<file path="src/rtl/cache_ctrl_pkg.sv">
// Shared definitions for the cache set controller: widths and the FSM state encoding.
package includes;

   localparam int LINE_WORDS = 4;
   localparam int W_DATA     = 32 * LINE_WORDS;
   localparam int W_CTAG     = 8;

   typedef enum logic [1:0] {
      IDLE,
      LOOKUP,
      WB,
      REFILL
   } cache_ctrl_state_t;

endpackage

</file>
<file path="src/rtl/cache_ctrl_line_merge.sv">
// Replaces one 32-bit word of a cache line; everything else passes through untouched.
module line_merge #(
   parameter  int LINE_WORDS = 4,
   localparam int OFF_W      = $clog2(LINE_WORDS)
) (
   input  logic [LINE_WORDS*32-1:0] line_in,
   input  logic [OFF_W-1:0]         off,
   input  logic [31:0]              word,
   output logic [LINE_WORDS*32-1:0] line_out
);

   always_comb begin
      line_out                     = line_in;
      line_out[{off, 5'b0} +: 32] = word;
   end

endmodule

</file>
<file path="src/rtl/cache_ctrl.sv">
// Sequencing controller for one 4-way set: lookup, hit service, dirty write-back,
// refill and replay of the original access.
module cache_ctrl
   import includes::*;
#(
   parameter  int LINE_WORDS = 4,
   localparam int OFF_W      = $clog2(LINE_WORDS)
) (
   input  logic              clk,
   input  logic              rst,

   input  logic              cpu_req,
   output logic              cpu_ready,
   input  logic              cpu_we,
   input  logic [W_CTAG-1:0] cpu_tag,
   input  logic [OFF_W-1:0]  cpu_off,
   input  logic [31:0]       cpu_wdata,
   output logic              cpu_ack,
   output logic [31:0]       cpu_rdata,

   output logic              set_rd,
   output logic              set_we,
   output logic              set_wp,
   output logic              set_wd,
   output logic [W_CTAG-1:0] set_ctag,
   output logic [W_CTAG-1:0] set_ctag_w,
   output logic [W_DATA-1:0] set_data_w,
   input  logic              set_hit,
   input  logic [W_DATA-1:0] set_h_data,
   input  logic              set_r_dirty,
   input  logic [W_CTAG-1:0] set_r_ctag,
   input  logic [W_DATA-1:0] set_r_data,

   output logic              mem_req,
   output logic              mem_we,
   output logic [W_CTAG-1:0] mem_tag,
   output logic [W_DATA-1:0] mem_wdata,
   input  logic              mem_ack,
   input  logic [W_DATA-1:0] mem_rdata
);

   cache_ctrl_state_t state, state_nx;

   logic              req_we;
   logic [W_CTAG-1:0] req_tag;
   logic [OFF_W-1:0]  req_off;
   logic [31:0]       req_wdata;
   logic [W_DATA-1:0] merged_line;
   logic              accept;

   assign accept = cpu_req & cpu_ready;

   // NOTE: sequential state uses non-blocking assignments so every register
   // samples the pre-edge values, independent of statement order.
   always_ff @(posedge clk) begin
      if (rst) begin
         state     <= IDLE;
         req_we    <= 1'b0;
         req_tag   <= '0;
         req_off   <= '0;
         req_wdata <= '0;
      end else begin
         state <= state_nx;
         if (accept) begin
            req_we    <= cpu_we;
            req_tag   <= cpu_tag;
            req_off   <= cpu_off;
            req_wdata <= cpu_wdata;
         end
      end
   end

   line_merge #(.LINE_WORDS(LINE_WORDS)) u_line_merge (
      .line_in  (set_h_data),
      .off      (req_off),
      .word     (req_wdata),
      .line_out (merged_line)
   );

   always_comb begin
      // NOTE: every output gets a default before the case so no path leaves a
      // variable unassigned, which would otherwise infer a latch.
      state_nx   = state;
      cpu_ready  = 1'b0;
      cpu_ack    = 1'b0;
      cpu_rdata  = '0;
      set_rd     = 1'b0;
      set_we     = 1'b0;
      set_wp     = 1'b0;
      set_wd     = 1'b0;
      set_ctag   = '0;
      set_ctag_w = '0;
      set_data_w = '0;
      mem_req    = 1'b0;
      mem_we     = 1'b0;
      mem_tag    = '0;
      mem_wdata  = '0;

      unique case (state)
         IDLE: begin
            cpu_ready = 1'b1;
            if (cpu_req) state_nx = LOOKUP;
         end

         LOOKUP: begin
            set_ctag = req_tag;
            if (set_hit) begin
               set_rd   = 1'b1;
               cpu_ack  = 1'b1;
               state_nx = IDLE;
               if (req_we) begin
                  set_we     = 1'b1;
                  set_wd     = 1'b1;
                  set_ctag_w = req_tag;
                  set_data_w = merged_line;
                  cpu_rdata  = req_wdata;
               end else begin
                  cpu_rdata = set_h_data[{req_off, 5'b0} +: 32];
               end
            end else begin
               state_nx = set_r_dirty ? WB : REFILL;
            end
         end

         // Victim outputs hold still here: replacement state moves only on rd & hit.
         WB: begin
            mem_req   = 1'b1;
            mem_we    = 1'b1;
            mem_tag   = set_r_ctag;
            mem_wdata = set_r_data;
            if (mem_ack) state_nx = REFILL;
         end

         REFILL: begin
            mem_req = 1'b1;
            mem_tag = req_tag;
            if (mem_ack) begin
               set_we     = 1'b1;
               set_wp     = 1'b1;
               set_ctag_w = req_tag;
               set_data_w = mem_rdata;
               state_nx   = LOOKUP;
            end
         end

         default: state_nx = IDLE;
      endcase
   end

endmodule

</file>
<file path="config.mk">
export PLATFORM = sky130hd
export DESIGN_NAME = cache_ctrl
export DESIGN_NICKNAME = d
export VERILOG_FILES = /design/src/rtl/cache_ctrl_pkg.sv /design/src/rtl/cache_ctrl_line_merge.sv /design/src/rtl/cache_ctrl.sv
export SDC_FILE = /design/constraint.sdc
export NUM_CORES = 1
export LEC_CHECK = 0
export ABC_CLOCK_PERIOD_IN_PS = 3900
export CAP_MARGIN = 25
export CORE_AREA = 2 2 299 301
export CTS_CLUSTER_DIAMETER = 200
export DETAILED_ROUTE_END_ITERATION = 12
export DIE_AREA = 0 0 301 303
export PLACE_DENSITY = 0.4
export SLEW_MARGIN = 25
export SYNTH_ARGS = -nofsm -noshare
export SYNTH_HDL_FRONTEND = slang
export SYNTH_SLANG_ARGS = --single-unit
</file>
<file path="constraint.sdc">
create_clock -name clk -period 3.9 [get_ports clk]
set_input_delay 0.975 -clock clk [delete_from_list [all_inputs] [get_ports clk]]
set_output_delay 0.975 -clock clk [all_outputs]
set_load 0.01 [all_outputs]
</file>
-- Yosys cells after proc, flatten, opt, wreduce, memory -nomap -nowiden
Index checks and enable logic that the tools add are counted.
- word-level logic and storage cells: 51
- input port bits: 441
- register bits after elaboration: 45
- output and inout port bits: 320
- eq/ne operators: 6
- bitwise gates (word level): 1
- reduce and logical (&&, ||, !) cells: 3
- add/subtract/negate cells: 1
- mux-type cells: 32
- shift operators: 3
- operator list (operator ; count):
    $mux 128 ; 4
    $pmux 128 s2 ; 1
    $bwmux 128 ; 1
    $shift 32x9->128 const A ; 1
    $shiftx 128x8->32 ; 1
    $shiftx 32x9->128 ; 1
    $mux 32 ; 3
    $mux 8 ; 4
    $pmux 8 s2 ; 2
    $mux 1 ; 11
    $neg 7->9 ; 1
    $mux 2 ; 4
    $pmux 2 s4 ; 1
    $ne 2x2->1 const B ; 3
    $eq 2x2->1 const B ; 2
    $reduce_and 3->1 ; 1
    $eq 2x1->1 const B ; 1
    $logic_not 2->1 ; 1
    $pmux 1 s2 ; 1
    $reduce_or 2->1 ; 1
    $and 1x1->1 ; 1

-- Longest topological paths before layout
- depth after elaboration: 6
- depth in mapped cells: 10
- depth with buffers taken out: 6

-- By module
From an unflattened synthesis, not the netlist that was laid out.
- cell total of the unflattened synthesis: 1078
- area, all modules: 8030.2 um^2
- modules (own cells, without submodules) (module ; cells each ; instances ; area each (um^2)):
    cache_ctrl ; 834 ; 1 ; 6202.2
    line_merge ; 244 ; 1 ; 1828.0

-- Least setup slack after synthesis
No wires, ideal clock.
- kind: flip-flop to output port
- start: reg req_off[0]
- end: out set_data_w[99]
- arrival time: 2.324 ns
- setup slack: 0.601 ns
- required time: 2.925 ns
- stages on the path, launching flop included: 11
- buffers on the path: 5
- cells stage by stage: dfxtp_1 buf_2 buf_4 buf_2 inv_1 ha_1 nor4bb_1 buf_2 buf_2 a21oi_1 o21ai_0
- cells in the longest elaborated chain, start to end: 6
- RTL lines (element ; RTL line ; RTL):
    start: declaration ; cache_ctrl.sv:46 ; logic [OFF_W-1:0] req_off;
    start signal: assignment ; cache_ctrl.sv:67 ; req_off <= cpu_off;
    $neg 7->9 (*) ; cache_ctrl_line_merge.sv:14 ; line_out[{off, 5'b0} +: 32] = word;
    $shiftx 32x9->128 or $shift 32x9->128 (tied branches) ; cache_ctrl_line_merge.sv:14 ;
    $bwmux 128 (*) ; cache_ctrl_line_merge.sv:14 ;
    $mux 128 (*) ; cache_ctrl.sv:111 ; if (req_we) begin
    $mux 128 (*) ; cache_ctrl.sv:107 ; if (set_hit) begin
    $pmux 128 s2 (*) ; cache_ctrl.sv:99 ; unique case (state)
    end: declaration ; cache_ctrl.sv:27 ; output logic [W_DATA-1:0] set_data_w,
Every way passes the cells marked *; elsewhere a longest branch is shown, timed or not.

-- Worst setup path after layout
- start: reg req_off[0]
- end: out set_data_w[101]
Same word-level chain as after synthesis.

==> results.toml <==
[cells_and_area]
finish.net_count = 2208
ratio_of_cells_with_drive_above_1_in_the_final_layout = 0.06769
stdcell_area_sq_mm = 0.01632
finish.cell_count_without_fillers = 2935
final.fill_count = 9941
footprint_of_the_multi_input_gates_sq_mm = 0.005261
seq_area_sq_um = 905.9
layout-area-overhead-vs-synth_pct = 144.6

[placement]
pre_cts_slack_ps = -275.0
place.gp.congestion = 0.9092
port-buffer-count = 760
cell_area_placed_sq_mm = 0.01602
placed_cells_incl_taps = 2902
post-dp-hpwl_um = 62030

[detailed_routing]
antenna_left = 0
firstDrtPassIters = 5
via_per_inst = 3.725
route.vias.total = 10930
drt-initial-drc-count = 434
wire_length_per_cell_um = 25.48
drc = 0
final_routed_wirelength_across_all_metal_layers_um = 74790

[yosys]
yosys.cell_types.count = 35
mappedNetlistArea_sq_mm = 0.006674
synth_top_family_by_area = "simple AND/OR/NAND/NOR gates"
async_flop_share = 0
synth_top_cell_area_share = 0.1350
synth_xor_area_frac = 0
synth_top_cell_by_area = "dfxtp_1"
synth_seq_cells = 45
yosysMostFrequentCell = "nand2_1"
synth_adder_area_share = 0.01687
synth-compound-area-share = 0.3174
top_flip_flop_cell_by_instance_count_after_synthesis = "dfxtp_1"
yosys.area_share.simple = 0.3395
synthesis.area_per_instance_sq_um = 6.556
netlist_instances = 1018
yosysSeqAreaShare = 0.1350
muxShareOfSynthArea = 0.09749
synth_enable_flop_cells = 0
synth_warnings = 0
post_synth_most_frequent_cells = "154 x nand2_1, 138 x and2_1, 111 x o21ai_0"
synthesized_netlist_net_count = 1468
netlist_top_cells_area = "dfxtp_1 13%, and2_1 13%, mux2i_1 9.7%"

[power_and_ir_drop]
leakage_nw = 6.354
internal_power_mw = 1.463
max-vdd-ir-drop_uv = 143.5
p_switching_uw = 906.4
power.share.switching = 0.3825
pwr-share-clk = 0.199
power.share.combinational = 0.556
seqPwrFrac = 0.244
power_density_mw_per_mm2 = 145.2

[sta]
clock.fmax_mhz = 269.7
hold_viol_final = 0
worstMarginPinSlew_ps = 708.1
post-route-min-period_ps = 3708
skew_ps = 11.44
timing.max_slew.rel_slack = 0.5279
hold-worst-slack_ps = 500.5
final_min_period_over_clock_period = 0.9508
timing.final.max_slew_violations = 0
worst_path_setup_slack_after_routing_ps = 191.7
setup_viol = 0
grt_setup_unrepaired = "false"

[setup_path]
cp_slowest_stage_delay_ps = 570
worstPathMaxFanout = 15
crit_path_cell_trace = "inv_1 > ha_4 > nor4bb_4 > buf_4 > buf_12 > a21oi_1 > o21ai_1 > clkdlybuf4s50_1"
timing.critical_path.from_type = "register"
worst_setup_startpoint = "req_off[0]"
worst_r2r_path_depth = 6
regToRegSetupSlack_ps = 2130
worstSetupEndpointType = "output port"
timing.setup.critical_path_class = "register to output port"
critical_path_arrival_ps = 2730
regToRegStartpoint = "state[0]"
r2r-end = "req_wdata[21]"
cp_data_required_time_ps = 2920
worst_setup_path_endpoint = "set_data_w[101]"
worst_path_max_delay_cell = "clkdlybuf4s50_1"

[grt]
grt_max_degree = 142
grt_overflow_total = 0
grt_antenna_before_repair = 38
vias_in_the_first_global_route = 11560
grt_pass1_wl_um = 98170
groute.usage.overall = 0.1561

[floorplanning]
die_y_um = 303
die_x_um = 301
io_pins = 761
floorplan.core_area_sq_mm = 0.08797
start_util = 0.07587
floorplan.rows = 109
floorplan.die_area_sq_mm = 0.09120

[clock_tree]
cts.htree.levels = 2
cts_root_buf = "clkbuf_16"
cts-buffers-inserted = 5
tritoncts = "built"
tritoncts_num_sinks = 45
cts.path.max_buffers = 2
post_cts_clock_slew_at_the_launch_and_capture_registers_of_the_worst_setup_and_hold_paths_ps = 70
clock_latency_ps = 330

[min_path]
hold_path.class = "register to register"
holdPathStages = 2

[flow_run]
max_cap_viol_count = 0

[run_status]
run_status = "complete, no violations"
==> timing repair <==
action / in CTS / in global routing
gates resized for setup: 124 / 30
setup buffers: 11 / 3
pin swaps: 4 / 1
setup endpoints to repair: 155 / 72
hold buffers: 0 / 0
==> sequential cells by signal, summed over array words and instances, names as in the netlist <==
register,flops
req_tag,8
req_wdata,32
state,2
req_off,2
req_we,1
==> cell type report <==
class | count | share of cell area
clock inverters | 1 | 0.0003066
flip-flops and latches | 45 | 0.05550
well taps | 1165 | 0.08931
diodes | 12 | 0.001840
repair buffers | 834 | 0.5138
clock buffers | 6 | 0.007896
inverters | 39 | 0.009046
multi-input cells | 833 | 0.3223
==> routing by layer <==
| metal | share of wire | vias up | GRT usage |
|---|---|---|---|
| li1 | - | 5028 | - |
| met1 | 0.39 | 5193 | 0.1724 |
| met2 | 0.50 | 580 | 0.2852 |
| met3 | 0.082 | 117 | 0.05084 |
| met4 | 0.026 | 16 | 0.04193 |
| met5 | 0.0013 | - | 0 |
==> cells in the final DEF (no fill, tap or decap), drive strengths merged, types with 3 or more instances in the layout <==
cell type / netlist / final
mux2i: 65 / 65
a21oi: 109 / 109
dlygate4sd2: 0 / 77
clkdlybuf4s50: 0 / 652
a22oi: 32 / 32
o21ai: 129 / 129
and2: 139 / 139
a22o: 8 / 8
buf: 34 / 82
a221o: 32 / 32
clkbuf: 67 / 7
diode: 0 / 12
nor2b: 74 / 74
inv: 38 / 38
ha: 9 / 9
nand2b: 3 / 3
dfxtp: 45 / 45
and3: 32 / 32
nand2: 154 / 154
dlymetal6s2s: 0 / 20
a2bb2oi: 32 / 32
==> logic make-up after synthesis <==
kind of cell               after synthesis
DFF                                     45
and+or+nand+nor                        415
muxes                                   65
buffers and inverters                  140
AOI/OAI and AO/OA                      344
adders and majority gates                9
==> power by group through the flow <==
stage | combinational [mW] | clock, mW | sequential, mW
after floorplan | 0.428 | 0 | 0.542
after global placement | 1.35 | 0 | 0.593
after detailed placement | 1.34 | 0 | 0.592
after CTS | 1.35 | 0.516 | 0.582
after global routing | 1.42 | 0.519 | 0.585
final | 1.32 | 0.472 | 0.579
==> worst max-delay path, delay by kind of cell (launching register included) <==
family	cells	cell delay, ps
buffers and inverters	4	1040
DFF	1	410
and+or+nand+nor	1	370
adders and majority gates	1	290
AOI/OAI and AO/OA	2	290
==> through the flow <==
step / TNS, ps / power [mW] / utilization
final: 0 / 2.369 / 0.1855
after detailed placement: -13690 / 1.935 / 0.1821
after CTS: -1164 / 2.450 / 0.1844
after global placement: -13050 / 1.940 / 0.1821
after global routing: 0 / 2.525 / 0.1854
after floorplan: 0 / 0.9697 / -
==> worst min-delay path by stage <==
stage	slack, ps	start	end
global route	520	req_tag[7]	req_tag[7]
finish	500	req_tag[7]	req_tag[7]
detailed placement	490	req_tag[7]	req_tag[7]
CTS	500	req_tag[7]	req_tag[7]
floorplan	450	req_tag[0]	req_tag[0]
global placement	490	req_tag[7]	req_tag[7]
(Power assumes the default switching activity.)
